==> src/rtl/data_sram_bridge_pkg.sv <==
// Shared definitions for the data-side SRAM bridge.
//   - dsb_state_e : bridge FSM state encodings (IDLE=0, ADDR=1, DATA=2, DONE=3)
//   - Bus*        : bus widths, common to the instruction-side bridge
//   - word_addr() : byte address -> word-aligned bus address
package data_sram_bridge_pkg;

  localparam int unsigned BusAw = 32;
  localparam int unsigned BusDw = 32;
  localparam int unsigned BusSw = BusDw / 8;

  localparam logic [BusAw-1:0] WordMask = 32'hFFFF_FFFC;

  typedef enum logic [1:0] {
    StIdle = 2'd0,
    StAddr = 2'd1,
    StData = 2'd2,
    StDone = 2'd3
  } dsb_state_e;

  function automatic logic [BusAw-1:0] word_addr(input logic [BusAw-1:0] byte_addr);
    return byte_addr & WordMask;
  endfunction

endpackage

==> src/rtl/dsb_timeout_cnt.sv <==
// Bus-wait timeout counter for the data SRAM bridge.
// Counts cycles while en_i is high, clears on clr_i, saturates at all-ones.
// Ports:
//   clk_i      core clock
//   rst_ni     synchronous active-low reset
//   clr_i      clear count to zero (bridge idle)
//   en_i       count this cycle (bridge waiting on the slave)
//   expired_o  high in the waiting cycle whose count equals Limit-1
// Limit = 0 disables expiry entirely.
module dsb_timeout_cnt #(
  parameter int unsigned Limit = 256
) (
  input  logic clk_i,
  input  logic rst_ni,
  input  logic clr_i,
  input  logic en_i,
  output logic expired_o
);

  localparam int unsigned Width = (Limit > 1) ? $clog2(Limit) : 1;
  localparam logic [Width-1:0] LastCnt = (Limit == 0) ? '0 : Width'(Limit - 1);

  logic [Width-1:0] cnt_q, cnt_d;

  always_comb begin
    cnt_d = cnt_q;
    if (clr_i) begin
      cnt_d = '0;
    end else if (en_i && (cnt_q != '1)) begin
      cnt_d = cnt_q + 1'b1;
    end
  end

  always_ff @(posedge clk_i) begin
    if (!rst_ni) begin
      cnt_q <= '0;
    end else begin
      cnt_q <= cnt_d;
    end
  end

  assign expired_o = (Limit != 0) && en_i && (cnt_q == LastCnt);

endmodule

==> src/rtl/data_sram_bridge.sv <==
// Data-side bridge between the MEM stage and a req/addr_ok/data_ok SRAM-like bus.
// A load/store seen in IDLE is issued as a bus request; the pipeline is stalled until the
// access completes, then released for one DONE cycle (the memenM still high in DONE belongs
// to the finished instruction and is not reissued). A timeout aborts hung accesses.
// Ports:
//   clk, rst (sync, active-low)        clock / reset
//   memenM, memwriteM, sig_write,
//   aluoutM, writedataM                M-stage access
//   readdataM                          load word to W stage
//   stall_memM                         freeze F/D/E/M
//   bus_errM                           one-cycle pulse on timeout abort
//   data_sram_req/wr/wstrb/addr/wdata  bus request side
//   data_sram_addr_ok/data_ok/rdata    bus response side
// Configuration macro DSRAM_RDATA_BYPASS_EN: when defined, data_ok in DATA releases the stall
// in the same cycle with rdata forwarded combinationally, and DONE is skipped (timeouts still
// pass through DONE).
module data_sram_bridge
  import data_sram_bridge_pkg::*;
#(
  parameter int unsigned      TIMEOUT_CYC = 256,
  parameter logic [BusDw-1:0] ERR_RDATA   = 32'hDEAD_BEEF
) (
  input  logic             clk,
  input  logic             rst,
  input  logic             memenM,
  input  logic             memwriteM,
  input  logic [BusSw-1:0] sig_write,
  input  logic [BusAw-1:0] aluoutM,
  input  logic [BusDw-1:0] writedataM,
  output logic [BusDw-1:0] readdataM,
  output logic             stall_memM,
  output logic             bus_errM,
  output logic             data_sram_req,
  output logic             data_sram_wr,
  output logic [BusSw-1:0] data_sram_wstrb,
  output logic [BusAw-1:0] data_sram_addr,
  output logic [BusDw-1:0] data_sram_wdata,
  input  logic             data_sram_addr_ok,
  input  logic             data_sram_data_ok,
  input  logic [BusDw-1:0] data_sram_rdata
);

  dsb_state_e       state_q;
  logic             wr_q;
  logic [BusSw-1:0] wstrb_q;
  logic [BusAw-1:0] addr_q;
  logic [BusDw-1:0] wdata_q;
  logic [BusDw-1:0] readdata_q;
  logic             bus_err_q;
  logic             expired;

  dsb_timeout_cnt #(
    .Limit (TIMEOUT_CYC)
  ) u_timeout_cnt (
    .clk_i     (clk),
    .rst_ni    (rst),
    .clr_i     (state_q == StIdle),
    .en_i      ((state_q == StAddr) || (state_q == StData)),
    .expired_o (expired)
  );

  always_ff @(posedge clk) begin
    if (!rst) begin
      state_q    <= StIdle;
      wr_q       <= 1'b0;
      wstrb_q    <= '0;
      addr_q     <= '0;
      wdata_q    <= '0;
      readdata_q <= '0;
      bus_err_q  <= 1'b0;
    end else begin
      bus_err_q <= 1'b0;
      unique case (state_q)
        StIdle: begin
          if (memenM) begin
            // Capture the request so ADDR holds it stable regardless of the inputs.
            wr_q    <= memwriteM;
            wstrb_q <= memwriteM ? sig_write : '0;
            addr_q  <= word_addr(aluoutM);
            wdata_q <= writedataM;
            state_q <= data_sram_addr_ok ? StData : StAddr;
          end
        end
        StAddr: begin
          // Abort wins over a same-cycle addr_ok: the data phase could not finish in time.
          if (expired) begin
            state_q   <= StDone;
            bus_err_q <= 1'b1;
            if (!wr_q) readdata_q <= ERR_RDATA;
          end else if (data_sram_addr_ok) begin
            state_q <= StData;
          end
        end
        StData: begin
          // A response arriving in the expiring cycle is still a valid completion.
          if (data_sram_data_ok) begin
            if (!wr_q) readdata_q <= data_sram_rdata;
`ifdef DSRAM_RDATA_BYPASS_EN
            state_q <= StIdle;
`else
            state_q <= StDone;
`endif
          end else if (expired) begin
            state_q   <= StDone;
            bus_err_q <= 1'b1;
            if (!wr_q) readdata_q <= ERR_RDATA;
          end
        end
        StDone: begin
          state_q <= StIdle;
        end
        default: begin
          state_q <= StIdle;
        end
      endcase
    end
  end

  // Bus side: driven only from state and memenM, never from addr_ok/data_ok.
  always_comb begin
    data_sram_req   = 1'b0;
    data_sram_wr    = 1'b0;
    data_sram_wstrb = '0;
    data_sram_addr  = addr_q;
    data_sram_wdata = wdata_q;
    unique case (state_q)
      StIdle: begin
        data_sram_req   = memenM;
        data_sram_wr    = memenM & memwriteM;
        data_sram_wstrb = (memenM && memwriteM) ? sig_write : '0;
        data_sram_addr  = word_addr(aluoutM);
        data_sram_wdata = writedataM;
      end
      StAddr: begin
        data_sram_req   = 1'b1;
        data_sram_wr    = wr_q;
        data_sram_wstrb = wstrb_q;
      end
      default: ;
    endcase
  end

  always_comb begin
    stall_memM = 1'b0;
    unique case (state_q)
      StIdle: stall_memM = memenM;
      StAddr: stall_memM = 1'b1;
`ifdef DSRAM_RDATA_BYPASS_EN
      StData: stall_memM = ~data_sram_data_ok;
`else
      StData: stall_memM = 1'b1;
`endif
      default: stall_memM = 1'b0;
    endcase
  end

`ifdef DSRAM_RDATA_BYPASS_EN
  assign readdataM = ((state_q == StData) && data_sram_data_ok && !wr_q) ? data_sram_rdata
                                                                         : readdata_q;
`else
  assign readdataM = readdata_q;
`endif

  assign bus_errM = bus_err_q;

endmodule

==> config.mk <==
export PLATFORM = sky130hd
export DESIGN_NAME = data_sram_bridge
export DESIGN_NICKNAME = d
export VERILOG_FILES = /design/src/rtl/data_sram_bridge_pkg.sv /design/src/rtl/dsb_timeout_cnt.sv /design/src/rtl/data_sram_bridge.sv
export SDC_FILE = /design/constraint.sdc
export NUM_CORES = 1
export LEC_CHECK = 0
export ABC_AREA = 1
export BUFFER_PORTS_ARGS = -buffer_cell sky130_fd_sc_hd__clkbuf_2
export CORE_UTILIZATION = 52
export DETAILED_ROUTE_END_ITERATION = 12
export PLACE_DENSITY = 0.86
export REMOVE_ABC_BUFFERS = 1
export SYNTH_ARGS = -nofsm -noshare
export SYNTH_HDL_FRONTEND = slang
export SYNTH_SLANG_ARGS = --single-unit
==> constraint.sdc <==
create_clock -name clk -period 3 [get_ports clk]
set_clock_uncertainty 0.1 [all_clocks]
set_input_delay 0.3 -clock clk [delete_from_list [all_inputs] [get_ports clk]]
set_output_delay 0.3 -clock clk [all_outputs]
set_load 0.03 [all_outputs]
* Word-level counts from Yosys, hierarchy flattened
Cells that the tools add are included.
Word-level totals: memories kept 0, bits in registers 110, memory bits (writable) 0, bits in latches 0, ROM bits 0, input bits 106
Cells by class: reduce and logical (&&, ||, !) cells 11, div/mod/pow operators 0, multipliers 0, bitwise gates (word level) 2, muxes and demuxes 23, shift-type cells 0, magnitude comparators 0, add/subtract/negate cells 1, equality and inequality tests 9
Operators with widths (count):
- $mux W32 | 6
- $pmux W32 S2 | 1
- $mux W2 | 6
- $ne A3 B3 Y1 const B | 3
- $add A8 B1 Y8 const B | 1
- $eq A8 B8 Y1 const B | 1
- $mux W4 | 2
- $ne A8 B8 Y1 const B | 1
- $pmux W1 S2 | 4
- $pmux W2 S4 | 1
- $pmux W4 S2 | 1
- $eq A2 B2 Y1 const B | 2
- $reduce_and A2 Y1 | 2
- $reduce_or A2 Y1 | 2
- $logic_and A1 B1 Y1 | 3
- $reduce_and A3 Y1 | 1
- $eq A2 B1 Y1 const B | 1
- $logic_not A2 Y1 | 1
- $mux W1 | 2
- $ne A2 B2 Y1 const B | 1
- $reduce_bool A2 Y1 | 1
- $and A1 B1 Y1 | 1
- $logic_or A1 B1 Y1 | 1
- $not A1 Y1 | 1

* Logic depth before layout (Yosys ltp)
Gate-level depths: netlist of run 1.
depth after elaboration 6, gate-level depth with buffers 10, gate-level depth less buffers 10

* By module
A second synthesis of run 1 with hierarchy kept.
Second synthesis, totals: cells, all modules 699, area total of the unflattened synthesis 4954.8 sq um
Modules (own cells, without submodules):
- data_sram_bridge | area each 4485.6 sq um, times used 1, cells an instance 630, seq. area each 2042.0 sq um
- dsb_timeout_cnt | area each 469.2 sq um, times used 1, cells an instance 69, seq. area each 160.2 sq um

* Worst setup path before layout of run 1
Ideal clock, no wire load.
path kind register to output, start point reg state_q[0], end point out data_sram_addr[23], cell stages (with the launch flop) 6, setup slack 0.910 ns, path buffers 2, arrival time 1.690 ns, cell sequence dfxtp_1 -> inv_1 -> ha_1 -> buf_4 -> clkbuf_1 -> o21ai_0
Between the ends: word-level cells in the longest chain between the ends 2
RTL lines:
- start: declaration | RTL line data_sram_bridge.sv:43 | dsb_state_e state_q;
- start signal: assignment | RTL line data_sram_bridge.sv:64 | state_q <= StIdle;
- start signal: assignment | RTL line data_sram_bridge.sv:81 | state_q <= data_sram_addr_ok ? StData : StAddr;
- start signal: assignment | RTL line data_sram_bridge.sv:87 | state_q <= StDone;
- $logic_not A2 Y1 | RTL line data_sram_bridge.sv:126 | unique case (state_q)
- $mux W32 | RTL line data_sram_bridge.sv:126
- end: declaration | RTL line data_sram_bridge.sv:36 | output logic [BusAw-1:0] data_sram_addr,
Every way passes these cells.

* Final worst setup path of run 1
start point reg state_q[0], end point out data_sram_wdata[17]
Between the ends: word-level cells in the longest chain between the ends 2
RTL lines:
- $logic_not A2 Y1 | RTL line data_sram_bridge.sv:126
- $mux W32 | RTL line data_sram_bridge.sv:126
- end: declaration | RTL line data_sram_bridge.sv:37 | output logic [BusDw-1:0] data_sram_wdata,
Every way passes these cells.

==> metrics.yaml, run 1 <==
clocking:
  numClockSinks: 110
  max-clock-path-buffers: 2
  cts_made_buffers: 9
  cts_setup_buffers: 0
  cts_resized: 0
  clk-insertion-delay-late_ns: 0.35
  cts_root_buffer: "sky130_fd_sc_hd__clkbuf_8"
  ctsHtreeMaxLevel: 3
  hold_buffers: 0
  cts_tree: "done"
  clk_pin_slew_ns: 0.10
logic_synthesis:
  synth-seq-area-share: 0.446
  synth_top_cell_area_share: 0.446
  yosysTopAreaCell: "sky130_fd_sc_hd__dfxtp_1"
  synthesis.area_um2: 4930
  dominantRegCellSynth: "sky130_fd_sc_hd__dfxtp_1"
  synth.avg_cell_area_um2: 7.29
  ys_seq_elements: 110
  synth_enable_flop_cells: 0
  ys_async_sr_fraction: 0
  synthesis.instances: 677
  netlist_top_cells_area: "sky130_fd_sc_hd__dfxtp_1 45%, sky130_fd_sc_hd__o21ai_0 16%, sky130_fd_sc_hd__nand2_1 9.1%"
  synth_warnings: 0
  post-synth-top-count-cell: "sky130_fd_sc_hd__o21ai_0"
  synth.cells.most_frequent: "157 x sky130_fd_sc_hd__o21ai_0, 119 x sky130_fd_sc_hd__nand2_1, 110 x sky130_fd_sc_hd__dfxtp_1"
  ys_types: 26
min_path:
  cell_count_of_the_worst_hold_path: 3
  worstHoldPathType: "in2reg"
grt:
  via_count_of_the_first_global_routing_pass: 4295
  grt_start_max_net_pins: 98
  first_pass_grt_wire_length_mm: 18.5
  grt_overflow: 0
  antenna_found_initial: 0
  gr-usage-all-layers: 0.226
sta:
  fmax_mhz: 406
  worst_slew_margin_rel: 0.536
  fin_crit_ns: 2.46
  timing.setup.tns_ns: 0
  max_slew_violation_count: 0
  rsz_0062_raised_after_global_routing: "no"
  hold_viol: 0
  report.final.setup_viol: 0
  tightest_slew_ns: 0.696
  layout_worst_path_cycle_share: 0.820
  hold_slack_ns: 0.0639
placed_design:
  port_buffers: 205
  place.detailed.hpwl_mm: 8.06
  numPlacedInstances: 954
  gp_routability_congestion: 0.806
cells_and_area:
  finish.net_count: 965
  drive_above_1_share: 0.322
  syn_to_final_growth_pct: 23.9
  instances_no_fill: 970
  antenna_cells: 0
setup_path:
  crit_start: "state_q[0]"
  crit_path_end: "data_sram_wdata[17]"
  end_kind: "output port"
  critPathRequiredTime_ns: 2.60
  timing.reg2reg.worst_path_depth: 8
  r2r_slack_ns: 0.78
  regToRegStartpoint: "state_q[0]"
  worst_flop_to_flop_path_endpoint: "readdataM[30]"
  criticalPathCategory: "reg2out"
  timing.critical_path.fanout_max: 97
  worst_setup_path_start_kind: "flip-flop"
  worstPathArrival_ns: 2.06
power_and_ir_drop:
  vdd.ir_drop.worst_uv: 854
  finalPower_mw: 6.42
  power_density_nw_per_um2: 1050
  power_leakage_nw: 2.87
detailed_routing:
  detail_route.iter0.violations: 128
  num_vias: 4852
  post-route-drc-count: 0
  initial_drt_pass_iterations: 4
  antenna_left: 0
  routed_wl_mm: 11.1
  wl_per_cell_um: 11.4
  routed_via_density: 5.00
floorplan:
  floorplan.rows: 35
  initial_core_util: 0.536
  die-height_um: 99.4
  die_w_um: 99.4
  fp.coreArea_um2: 9200
  design.die.area_um2: 9880
  boundaryPins: 210
run_status:
  outcome: "finished, final reports clean"
run:
  cap_violations: 0
-- area by class of cell --
type | count | area (µm²)
timing repair buffer | 209 | 1070
clock inverter | 6 | 45.0
tap | 111 | 139
sequential | 110 | 2200
clock buffer | 10 | 138
multi-input combinational | 442 | 2210
fill | 864 | 3080
inverter | 82 | 313
-- state kept, by name, indices dropped and copies added, names as in the netlist --
name,flops
bus_errM,1
wr_q,1
u_timeout_cnt.cnt_q,8
wdata_q,32
addr_q,30
state_q,2
readdataM,32
wstrb_q,4
-- kinds of logic after synthesis --
group / after synthesis / share of synthesized area
compound gates: 244 / 0.250
simple gates: 189 / 0.176
buf+inv: 126 / 0.111
flops: 110 / 0.446
fa+ha+maj: 5 / 0.0127
xor+xnor: 2 / 0.00355
other cells: 1 / 0.000760
-- per-layer routing --
layer  global-route usage  wire length, µm  up-vias
li1                     -                -     2532
met1                0.254             4730     2179
met2                0.416             5550      121
met3               0.0506              556       20
met4               0.0860              237        0
met5                    0                0        -
-- metrics by stage --
step                      utilization  area [µm²]  setup WS, ns
after global routing            0.665        6110         0.347
after global placement          0.645        5930         0.848
final                           0.665        6110         0.539
after CTS                       0.665        6110         0.530
after floorplan                     -        4700         -3.23
after detailed placement        0.645        5930         0.812
-- worst min path at each step --
stage | endpoint | start | slack (ns)
4_1_cts | readdataM[20] | data_sram_rdata[20] | 0.04
2_1_floorplan | u_timeout_cnt.cnt_q[6] | u_timeout_cnt.cnt_q[6] | 0.32
6_report | readdataM[17] | data_sram_rdata[17] | 0.06
3_3_place_gp | u_timeout_cnt.cnt_q[6] | u_timeout_cnt.cnt_q[6] | 0.33
3_5_place_dp | addr_q[21] | addr_q[21] | 0.34
5_1_grt | readdataM[24] | data_sram_rdata[24] | 0.05
-- layout by cell type, fill, tap and decap left out, types with 2 or more instances in the layout --
master | Yosys | routed
sky130_fd_sc_hd__nor2_1 | 19 | 19
sky130_fd_sc_hd__buf_4 | 4 | 3
sky130_fd_sc_hd__nor2_2 | 38 | 38
sky130_fd_sc_hd__nand2_1 | 119 | 118
sky130_fd_sc_hd__nand3_1 | 4 | 4
sky130_fd_sc_hd__clkbuf_8 | 0 | 10
sky130_fd_sc_hd__nand4_1 | 2 | 2
sky130_fd_sc_hd__a21oi_1 | 85 | 85
sky130_fd_sc_hd__dfxtp_1 | 110 | 110
sky130_fd_sc_hd__inv_6 | 1 | 3
sky130_fd_sc_hd__inv_1 | 77 | 77
sky130_fd_sc_hd__o21ai_0 | 157 | 157
sky130_fd_sc_hd__clkinv_2 | 0 | 2
sky130_fd_sc_hd__nor2_4 | 4 | 4
sky130_fd_sc_hd__clkinv_4 | 0 | 2
sky130_fd_sc_hd__inv_2 | 3 | 3
sky130_fd_sc_hd__ha_1 | 5 | 4
sky130_fd_sc_hd__clkbuf_2 | 0 | 205
sky130_fd_sc_hd__conb_1 | 1 | 2
-- where the power goes --
part	switching, mW	total, mW	internal (mW)
Clock	0.485	0.816	0.331
Combinational	2.69	3.67	0.983
Sequential	0.128	1.93	1.80
Total	3.30	6.42	3.12
-- critical path, stage by stage, from the launching register on --
cell,delay [ns]
sky130_fd_sc_hd__dfxtp_1,0.36
sky130_fd_sc_hd__inv_1,0.13
sky130_fd_sc_hd__ha_4,0.38
sky130_fd_sc_hd__buf_12,0.36
sky130_fd_sc_hd__nand2_1,0.11
sky130_fd_sc_hd__o21ai_0,0.10
sky130_fd_sc_hd__clkbuf_2,0.25
Note: power is estimated with default switching activity, not from simulation.
==> inputs of run 2 (changes only) <==
Settings changed: CORE_UTILIZATION 52 to 48, PLACE_DENSITY 0.86 to 0.8.
Clock period 3 ns to 2.4 ns, I/O delays scaled along.
==> metrics.yaml, run 2 (synthesis gave the netlist of run 1 again) <==
run_status:
  outcome: "finished, final reports clean"
cells_and_area:
  instances_no_fill: 997  # +2.8%
  post-route-cell-area_um2: 6230  # +1.8%
  syn_to_final_growth_pct: 26.2
  commonest_non_fill_non_tap_cells_in_the_layout: "205 x sky130_fd_sc_hd__clkbuf_2, 157 x sky130_fd_sc_hd__o21ai_0, 118 x sky130_fd_sc_hd__nand2_1"
  mostFrequentLayoutCell: "sky130_fd_sc_hd__clkbuf_2"
  antenna_cells: 0  # unchanged
  drive_above_1_share: 0.324  # +0.00161
  finish.net_count: 971  # +0.62%
  finalCoreUtilization: 0.631  # -0.0336
sta:
  max_slew_violation_count: 0  # unchanged
  report.final.setup_viol: 0  # unchanged
  layout_worst_path_cycle_share: 0.916
  hold_viol: 0  # unchanged
  fin_crit_ns: 2.20
  rsz_0062_raised_after_global_routing: "no"
  worst_slew_margin_rel: 0.506  # -0.0297
  tightest_slew_ns: 0.740  # +0.0446 ns
  fmax_mhz: 455
  timing.setup.tns_ns: 0  # unchanged
grt:
  first_pass_grt_wire_length_mm: 17.8  # -3.7%
  gr-usage-all-layers: 0.209  # -0.0174
  grt_overflow: 0  # unchanged
  antenna_found_initial: 0  # unchanged
  via_count_of_the_first_global_routing_pass: 4023  # -6.3%
  grt_start_max_net_pins: 113  # +15%
detailed_routing:
  wl_met3_um: 498  # -10%
  antenna_left: 0  # unchanged
  initial_drt_pass_iterations: 4  # unchanged
  wl_per_cell_um: 12.0  # +5.2%
  topRoutingLayerUsed: "met4"
  num_vias: 4832  # -0.41%
  routed_met2_length_mm: 5.87  # +5.8%
  met1_layer_wirelength_in_the_final_routing_mm: 5.42  # +15%
  routed_via_density: 4.85  # -3.1%
  detail_route.iter0.violations: 147  # +15%
  routed_wl_mm: 12.0  # +8.2%
  post-route-drc-count: 0  # unchanged
setup_path:
  worstPathArrival_ns: 1.86  # -0.20 ns
  timing.critical_path.fanout_max: 43  # -56%
  critical_path.cell_chain: "inv_1 > ha_4 > nand2_4 > a21oi_1 > clkbuf_2"
  path_buf_inv: 2  # -1
  criticalPathCategory: "reg2out"
  worst_path_dominant_cell_family: "flip-flops"
  worst_setup_path_start_kind: "flip-flop"
  timing.critical_path.slowest_stage_cell: "sky130_fd_sc_hd__dfxtp_1"
  crit_path_max_incr_delay_ns: 0.36  # -0.02 ns
  end_kind: "output port"
  critPathRequiredTime_ns: 2.06  # -0.54 ns
power_and_ir_drop:
  power_density_nw_per_um2: 1330  # +26%
  share_comb_of_total_power: 0.584  # +0.012
  sw_frac: 0.514  # about the same
  power_leakage_nw: 2.90  # +1.2%
  clk_network_pwr_share: 0.124  # -0.003
  vdd.ir_drop.worst_uv: 894  # +4.7%
  p_int_mw: 4.01  # +29%
  power.net_switching_mw: 4.25  # +29%
  finalPower_mw: 8.26  # +29%
  seq_power_share: 0.292  # -0.009
clocking:
  numClockSinks: 110  # unchanged
  clk-insertion-delay-late_ns: 0.35  # about the same
  cts_tree: "done"
  clk_pin_slew_ns: 0.10  # about the same
  cts_made_buffers: 9  # unchanged
  ctsHtreeMaxLevel: 3  # unchanged
  max-clock-path-buffers: 2  # unchanged
  cts_root_buffer: "sky130_fd_sc_hd__clkbuf_8"
placed_design:
  placement.cell_area_um2: 5990  # +0.93%
  gp_routability_congestion: 0.787  # -2.3%
  numPlacedInstances: 978  # +2.5%
  port_buffers: 205  # unchanged
  place.detailed.hpwl_mm: 8.14  # +1.1%
floorplan:
  die-height_um: 103  # +4.0%
  boundaryPins: 210  # unchanged
  initial_core_util: 0.500  # -0.0363
  die_w_um: 103  # +4.0%
  fp.coreArea_um2: 9860  # +7.3%
  design.die.area_um2: 10700  # +8.2%
  floorplan.rows: 36  # +2.9%
run:
  cap_violations: 0  # unchanged
min_path:
  worstHoldPathType: "in2reg"
## run 2: cell count changes in the layout (fill, tap and decap cells not counted), sizes merged
| cell | previous run | this run |
|---|---|---|
| clkinv | 5 | 3 |
| clkbuf | 215 | 217 |
| dlygate4sd3 | 0 | 2 |
| buf | 4 | 6 |
| clkinvlp | 0 | 1 |
## run 2: through the flow
step                      setup slack [ns]  hold WS, ns
after floorplan                      -3.77        0.278
after global placement               0.514        0.337
after detailed placement             0.490        0.338
after CTS                           0.0834      0.00245
after global routing                0.0239       0.0214
final                                0.202       0.0165
## run 2: power by group through the flow
stage	Combinational (mW)	Sequential (mW)	Clock, mW
finish	4.82	2.42	1.02
global route	5.29	2.46	1.13
CTS	4.65	2.42	1.07
detailed placement	4.65	2.46	0
global placement	4.59	2.44	0
floorplan	2.67	2.53	0
## run 2: worst register-to-register path: cells and delay by family, from the launching register on
kind	cells	cell delay, ns
compound gates	2	0.31
fa+ha+maj	1	0.25
simple gates	1	0.34
flops	1	0.41
buf+inv	2	0.44
## run 2: cell type report
type,count,area (µm²)
multi-input cells,442,2210
clock inverters,5,42.5
fillers,965,3640
clock buffers,10,138
inverters,82,313
repair buffers,215,1160
flip-flops and latches,110,2200
well taps,133,166
## run 2: repair_timing
action | CTS | global route
hold endpoints to repair | 2 | 0
buffers inserted | 0 | 1
setup endpoints to repair | 0 | 55
hold buffers | 2 | 0
gates resized for setup | 0 | 1
## run 2: final timing paths
path,startpoint,end,slack (ns),depth (start not counted)
min,data_sram_rdata[29],readdataM[29],0.02,3
min reg2reg,u_timeout_cnt.cnt_q[6],u_timeout_cnt.cnt_q[6],0.35,1
max reg2reg,state_q[0],addr_q[14],0.49,6
max,state_q[1],stall_memM,0.20,5
## run 2: layer usage
layer | GRT usage | up-vias
li1 | - | 2545
met1 | 0.248 | 2165
met2 | 0.379 | 104
met3 | 0.0397 | 18
met4 | 0.0683 | 0
met5 | 0 | -
